$ cat src/rtl/axis_vlan_ingress_arbiter.sv
`default_nettype none
// ============================================================================
// Module  : axis_vlan_ingress_arbiter
// Brief   : Frame-granular round-robin arbiter sharing one VLAN tag decoder
//           between NUM_PORTS AXI-Stream ingress ports. Optional stall timeout
//           is enabled with VLAN_INGRESS_ARB_TIMEOUT_EN.
// Revision: 1.0 - initial release
// ============================================================================
module axis_vlan_ingress_arbiter #(
  parameter int NUM_PORTS = 4,
  parameter int PORT_BITS = $clog2(NUM_PORTS),
  parameter int TIMEOUT   = 1024
) (
  input  logic                       clk,
  input  logic                       rst,
  input  logic [NUM_PORTS-1:0][31:0] axi_rx_tdata,
  input  logic [NUM_PORTS-1:0]       axi_rx_tvalid,
  input  logic [NUM_PORTS-1:0]       axi_rx_tlast,
  input  logic [NUM_PORTS-1:0]       axi_rx_tuser,
  output logic [NUM_PORTS-1:0]       axi_rx_tready,
  output logic [31:0]                axi_tx_tdata,
  output logic                       axi_tx_tvalid,
  output logic                       axi_tx_tlast,
  output logic                       axi_tx_tuser,
  input  logic                       axi_tx_tready,
  input  logic [NUM_PORTS-1:0][11:0] cfg_port_vlan,
  input  logic [NUM_PORTS-1:0]       cfg_drop_tagged,
  input  logic [NUM_PORTS-1:0]       cfg_drop_untagged,
  output logic [11:0]                port_vlan,
  output logic                       drop_tagged,
  output logic                       drop_untagged,
  output logic [PORT_BITS-1:0]       active_port,
  output logic                       busy
);

  if (NUM_PORTS < 2 || NUM_PORTS > 16 || TIMEOUT < 1 || TIMEOUT > 65535) begin : g_param_check
    $error("axis_vlan_ingress_arbiter: parameter out of range");
  end

  typedef enum logic [1:0] {
    S_IDLE    = 2'd0,
    S_FORWARD = 2'd1
`ifdef VLAN_INGRESS_ARB_TIMEOUT_EN
    , S_DISCARD = 2'd2
`endif
  } state_t;

  state_t               state_q, state_d;
  logic [PORT_BITS-1:0] rr_ptr_q, rr_ptr_d;
  logic [PORT_BITS-1:0] active_port_q, active_port_d;
  logic                 busy_q, busy_d;
  logic [11:0]          port_vlan_q, port_vlan_d;
  logic                 drop_tagged_q, drop_tagged_d;
  logic                 drop_untagged_q, drop_untagged_d;
`ifdef VLAN_INGRESS_ARB_TIMEOUT_EN
  localparam logic [15:0] TIMEOUT_CNT = 16'(TIMEOUT);
  logic [15:0]          stall_cnt_q, stall_cnt_d;
`endif

  logic                 req_found;
  logic [PORT_BITS-1:0] req_sel;
  logic [PORT_BITS-1:0] next_ptr;
  logic                 sel_valid;
  logic                 sel_last;

  // First requesting port at or after rr_ptr, wrapping around.
  always_comb begin : p_rr_search
    int cand;
    cand      = 0;
    req_found = 1'b0;
    req_sel   = rr_ptr_q;
    for (int k = 0; k < NUM_PORTS; k++) begin
      cand = (int'(rr_ptr_q) + k) % NUM_PORTS;
      if (!req_found && axi_rx_tvalid[cand[PORT_BITS-1:0]]) begin
        req_found = 1'b1;
        req_sel   = cand[PORT_BITS-1:0];
      end
    end
  end

  assign sel_valid = axi_rx_tvalid[active_port_q];
  assign sel_last  = axi_rx_tlast[active_port_q];
  assign next_ptr  = (active_port_q == PORT_BITS'(NUM_PORTS - 1)) ? '0
                   : active_port_q + PORT_BITS'(1);

  always_comb begin
    state_d         = state_q;
    rr_ptr_d        = rr_ptr_q;
    active_port_d   = active_port_q;
    busy_d          = busy_q;
    port_vlan_d     = port_vlan_q;
    drop_tagged_d   = drop_tagged_q;
    drop_untagged_d = drop_untagged_q;
`ifdef VLAN_INGRESS_ARB_TIMEOUT_EN
    stall_cnt_d     = stall_cnt_q;
`endif
    axi_rx_tready   = '0;
    axi_tx_tvalid   = 1'b0;
    axi_tx_tdata    = '0;
    axi_tx_tlast    = 1'b0;
    axi_tx_tuser    = 1'b0;

    unique case (state_q)
      S_IDLE: begin
        if (req_found) begin
          state_d         = S_FORWARD;
          active_port_d   = req_sel;
          busy_d          = 1'b1;
          port_vlan_d     = cfg_port_vlan[req_sel];
          drop_tagged_d   = cfg_drop_tagged[req_sel];
          drop_untagged_d = cfg_drop_untagged[req_sel];
`ifdef VLAN_INGRESS_ARB_TIMEOUT_EN
          stall_cnt_d     = '0;
`endif
        end
      end

      S_FORWARD: begin
`ifdef VLAN_INGRESS_ARB_TIMEOUT_EN
        if (stall_cnt_q == TIMEOUT_CNT) begin
          // Terminate the stalled frame with an errored tail beat.
          axi_tx_tvalid = 1'b1;
          axi_tx_tlast  = 1'b1;
          axi_tx_tuser  = 1'b1;
          if (axi_tx_tready) begin
            state_d     = S_DISCARD;
            stall_cnt_d = '0;
          end
        end else begin
          axi_tx_tvalid                = sel_valid;
          axi_tx_tdata                 = axi_rx_tdata[active_port_q];
          axi_tx_tlast                 = sel_last;
          axi_tx_tuser                 = axi_rx_tuser[active_port_q];
          axi_rx_tready[active_port_q] = axi_tx_tready;
          stall_cnt_d = sel_valid ? '0 : stall_cnt_q + 16'd1;
          if (sel_valid && sel_last && axi_tx_tready) begin
            state_d  = S_IDLE;
            rr_ptr_d = next_ptr;
            busy_d   = 1'b0;
          end
        end
`else
        axi_tx_tvalid                = sel_valid;
        axi_tx_tdata                 = axi_rx_tdata[active_port_q];
        axi_tx_tlast                 = sel_last;
        axi_tx_tuser                 = axi_rx_tuser[active_port_q];
        axi_rx_tready[active_port_q] = axi_tx_tready;
        if (sel_valid && sel_last && axi_tx_tready) begin
          state_d  = S_IDLE;
          rr_ptr_d = next_ptr;
          busy_d   = 1'b0;
        end
`endif
      end

`ifdef VLAN_INGRESS_ARB_TIMEOUT_EN
      S_DISCARD: begin
        axi_rx_tready[active_port_q] = 1'b1;
        if (sel_valid && sel_last) begin
          state_d  = S_IDLE;
          rr_ptr_d = next_ptr;
          busy_d   = 1'b0;
        end
      end
`endif

      default: state_d = S_IDLE;
    endcase
  end

  always_ff @(posedge clk or posedge rst) begin
    if (rst) begin
      state_q         <= S_IDLE;
      rr_ptr_q        <= '0;
      active_port_q   <= '0;
      busy_q          <= 1'b0;
      port_vlan_q     <= '0;
      drop_tagged_q   <= 1'b0;
      drop_untagged_q <= 1'b0;
`ifdef VLAN_INGRESS_ARB_TIMEOUT_EN
      stall_cnt_q     <= '0;
`endif
    end else begin
      state_q         <= state_d;
      rr_ptr_q        <= rr_ptr_d;
      active_port_q   <= active_port_d;
      busy_q          <= busy_d;
      port_vlan_q     <= port_vlan_d;
      drop_tagged_q   <= drop_tagged_d;
      drop_untagged_q <= drop_untagged_d;
`ifdef VLAN_INGRESS_ARB_TIMEOUT_EN
      stall_cnt_q     <= stall_cnt_d;
`endif
    end
  end

  assign port_vlan     = port_vlan_q;
  assign drop_tagged   = drop_tagged_q;
  assign drop_untagged = drop_untagged_q;
  assign active_port   = active_port_q;
  assign busy          = busy_q;

endmodule
`default_nettype wire

$ cat config.mk
export PLATFORM = sky130hd
export DESIGN_NAME = axis_vlan_ingress_arbiter
export DESIGN_NICKNAME = d
export VERILOG_FILES = /design/src/rtl/axis_vlan_ingress_arbiter.sv
export SDC_FILE = /design/constraint.sdc
export NUM_CORES = 1
export LEC_CHECK = 0
export BUFFER_PORTS_ARGS = -buffer_cell sky130_fd_sc_hd__buf_2
export CAP_MARGIN = 20
export CORE_AREA = 2 2 100 102
export DETAILED_ROUTE_END_ITERATION = 16
export DIE_AREA = 0 0 102 104
export PLACE_DENSITY = 0.63
export REMOVE_ABC_BUFFERS = 1
export SLEW_MARGIN = 30
export SYNTH_ARGS = -nofsm -noshare
export SYNTH_HDL_FRONTEND = slang
export SYNTH_SLANG_ARGS = --single-unit
export TNS_END_PERCENT = 100
$ cat constraint.sdc
create_clock -name clk -period 1.57 [get_ports clk]
set_input_delay 0 -clock clk [delete_from_list [all_inputs] [get_ports clk]]
set_output_delay 0 -clock clk [all_outputs]
set_load 0.01 [all_outputs]
==> results.sh <==
export IMPL_hold_path_class="primary input to register"
export IMPL_dp_cells=604
export IMPL_overflow=0
export IMPL_worst_slew_pin_slew_ns=0.774
export IMPL_end_kind="primary output"
export IMPL_coreArea_sq_um=9550
export IMPL_hpwlAfterDp_um=8450
export IMPL_fin_ws_ns=-0.162
export IMPL_drive_above_1_share_pct=79.7
export IMPL_postRouteAntennaNets=0
export IMPL_cts_root_buf="clkbuf_8"
export IMPL_io_buffers=254
export IMPL_max_slew_margin_pct=48.3
export IMPL_report_final_hold_viol_count=0
export IMPL_power_frac_comb_pct=82.4
export IMPL_grt_pass1_vias=3296
export IMPL_wl_per_cell_um=17.1
export IMPL_antenna_found_initial=0
export IMPL_synth_area_sq_um=2550
export IMPL_drc=0
export IMPL_period_minus_slack_ns=1.73
export IMPL_yosysWarningCount=0
export IMPL_h_tree_depth=1
export IMPL_crit_chain="buf_6 > buf_8 > mux4_2 > and2_1 > buf_2"
export IMPL_power_frac_clock_pct=5.1
export IMPL_initial_core_util_pct=26.7
export IMPL_synth_ff_type="dfrtp_1"
export IMPL_clk_latency_ns=0.27
export IMPL_power_ir_vdd_worst_uv=598
export IMPL_critical_path_top_delay_family="multiplexers"
export IMPL_clockBufferDepth=2
export IMPL_clk_pin_slew_ns=0.08
export IMPL_cts_tree="yes"
export IMPL_via_count=3059
export IMPL_regToRegSetupSlack_ns=-0.15
export IMPL_setup_tns_ns=-5.66
export IMPL_critPathLaunchType="register"
export IMPL_rsz0062_at_grt="yes"
export IMPL_synth_edf_count=0
export IMPL_areaGrowthSynthToFinish_pct=82.3
export IMPL_leakagePower_nw=2.18
export IMPL_slowest_delay_ns=0.51
export IMPL_seq_power_share_pct=12.5
export IMPL_die_h_um=104
export IMPL_fin_skew_ns=0.00687
export IMPL_crit_buf_inv=3
export IMPL_fin_crit_sh_pct=110
export IMPL_cts_made_buffers=3
export IMPL_grt_pass1_wl_um=16200
export IMPL_power_mw=7.25
export IMPL_ys_seq_elements=19
export IMPL_yosys_top_cells_area="mux4_2 31%, dfrtp_1 19%, a211oi_2 11%, and2_1 8.6%, mux2i_1 5.5%"
export IMPL_dr_pass1_iters=6
export IMPL_p_sw_share_pct=40.1
export IMPL_final_area_sq_um=4660
export IMPL_power_switching_mw=2.90
export IMPL_final_cells=625
export IMPL_cp_max_fo=8
export IMPL_ys_seq_area_share_pct=18.6
export IMPL_p_int_mw=4.35
export IMPL_maxCapViolations=0
export IMPL_die_x_um=102
export IMPL_violations="negative setup slack"
export IMPL_crit_required_ns=1.57
export IMPL_cpMaxStageDelayCell="mux4_2"
export IMPL_powerDensity_nw_per_um2=1560
export IMPL_synthesis_instances=218
export IMPL_initialDrtViolationCount=76
export IMPL_synth_distinct_cells=36
export IMPL_std_cell_rows=36
export IMPL_netlist_area_leader_share_pct=30.9
export IMPL_ioPinCount=255
export IMPL_setup_viol=52
export IMPL_max_freq_ghz=0.577
export IMPL_cp_arrival_ns=1.73
export IMPL_async_reset_ff_share_pct=100
export IMPL_avgSynthCellArea_sq_um=11.7
export IMPL_finalNetCount=696
export IMPL_maxSlewViolCount=0
export IMPL_wl_um=10700
export IMPL_die_area_sq_um=10600
export IMPL_routabilityCongestion=0.859
export IMPL_status="finished, violations left"
export IMPL_grt_use_total_pct=19.0
export IMPL_yosysTopAreaCell="mux4_2"
export IMPL_vias_per_cell=4.89
export IMPL_clock_sinks=19
export IMPL_antenna_cells=0
export IMPL_critPathKind="register to primary output"
export IMPL_placed_cell_area_sq_um=4050
export IMPL_grt_max_degree=43
[synthesized netlist by cell type, types with 2 or more instances]
cell and count:
nor2b_2 2, o31a_1 14, nand2_1 2, and3_1 5
inv_1 4, a211oi_2 23, clkbuf_1 7, a211oi_1 5
buf_4 3, ha_1 4, and2_1 35, buf_6 2
buf_2 8, mux2i_1 14, o21ai_0 2, mux4_2 35
dfrtp_1 19, nand2b_1 2, nor2_1 15
[metrics by stage]
stage / worst slack [ns] / hold WS [ns] / utilization [%]
floorplan: -1.33 / -0.0489 / -
global placement: -0.130 / 0.180 / 42.4
detailed placement: -0.115 / 0.182 / 42.4
CTS: -0.243 / 0.0519 / 45.7
global route: -0.236 / 0.0694 / 48.8
finish: -0.162 / 0.0499 / 48.8
[power by group through the flow]
stage	Clock [mW]	Sequential (mW)	Combinational (mW)
after floorplan	0	1.28	2.39
after global placement	0	0.934	4.50
after detailed placement	0	0.946	4.55
after CTS	0.375	0.935	5.20
after global routing	0.393	0.939	6.40
final	0.368	0.909	5.97
[timing repair]
action,CTS,global route
endpoints found under the hold margin,19,0
setup buffers,9,4
endpoints found under the setup margin,55,57
gates cloned,3,2
pin swaps,23,27
hold buffers,1,0
gates resized for setup,27,63
[layer usage]
metal | part of all wire (%) | vias to the layer above | track usage (%)
li1 | - | 1408 | -
met1 | 38 | 1487 | 22.1
met2 | 54 | 152 | 36.1
met3 | 6.7 | 12 | 2.62
met4 | 1.3 | 0 | 4.00
met5 | 0 | - | 0
[worst register-to-register path, delay by kind of cell, from the launching register on]
kind	cells	cell delay, ns
muxes	2	0.81
DFF	1	0.38
buffers and inverters	2	0.26
and+or+nand+nor	1	0.16
[worst paths after layout]
kind | depth (start not counted) | start | end
setup / recovery | 5 | active_port[0] | axi_tx_tdata[2]
max in group asynchronous | 3 | rst | rr_ptr_q[1]
hold / removal | 3 | cfg_port_vlan[41] | port_vlan[5]
min in group asynchronous | 3 | rst | port_vlan[5]
setup reg to reg | 5 | active_port[0] | rr_ptr_q[1]
hold reg to reg | 2 | port_vlan[7] | port_vlan[7]
[cell type report]
| class | count | area [sq um] |
|---|---|---|
| Inverter | 4 | 15.0 |
| Tap cell | 133 | 166 |
| Clock buffer | 4 | 45.0 |
| Multi-Input combinational cell | 173 | 2080 |
| Sequential cell | 19 | 479 |
| Timing Repair Buffer | 292 | 1870 |
| Fill cell | 915 | 4890 |
[sequential cells by signal (all words and copies together) (netlist names)]
signal,count
port_vlan,12
active_port,2
rr_ptr_q,2
busy,1
drop_tagged,1
drop_untagged,1
[cells in the final DEF (no fill, tap or decap), drive strengths merged]
cell type,synthesis,final
a21oi,1,1
dfrtp,19,19
o31ai,1,1
o31a,14,14
nor2b,2,2
nor2,16,16
inv,4,4
nand3b,1,1
and2,35,35
a211oi,29,29
nor4,1,1
mux2i,14,14
ha,4,4
o21a,1,1
nand2,2,2
o21ai,3,3
a211o,1,1
mux4,35,35
or3,1,1
a21boi,1,1
nor3,1,1
nand2b,2,2
nand4b,1,1
and3,5,5
buf,15,289
dlygate4sd3,0,1
clkbuf,7,6
nand4,1,1
mux2,1,1
[logic make-up after synthesis]
logic type	Yosys count	share of synthesized area [%]
AND/OR/NAND/NOR	68	16.0
AO/OA/AOI/OAI	51	20.8
multiplexers	50	36.8
buffers and inverters	26	5.88
flip-flops	19	18.6
adder cells (fa/ha/maj)	4	1.96
Power figures use the tool's default switching activity.
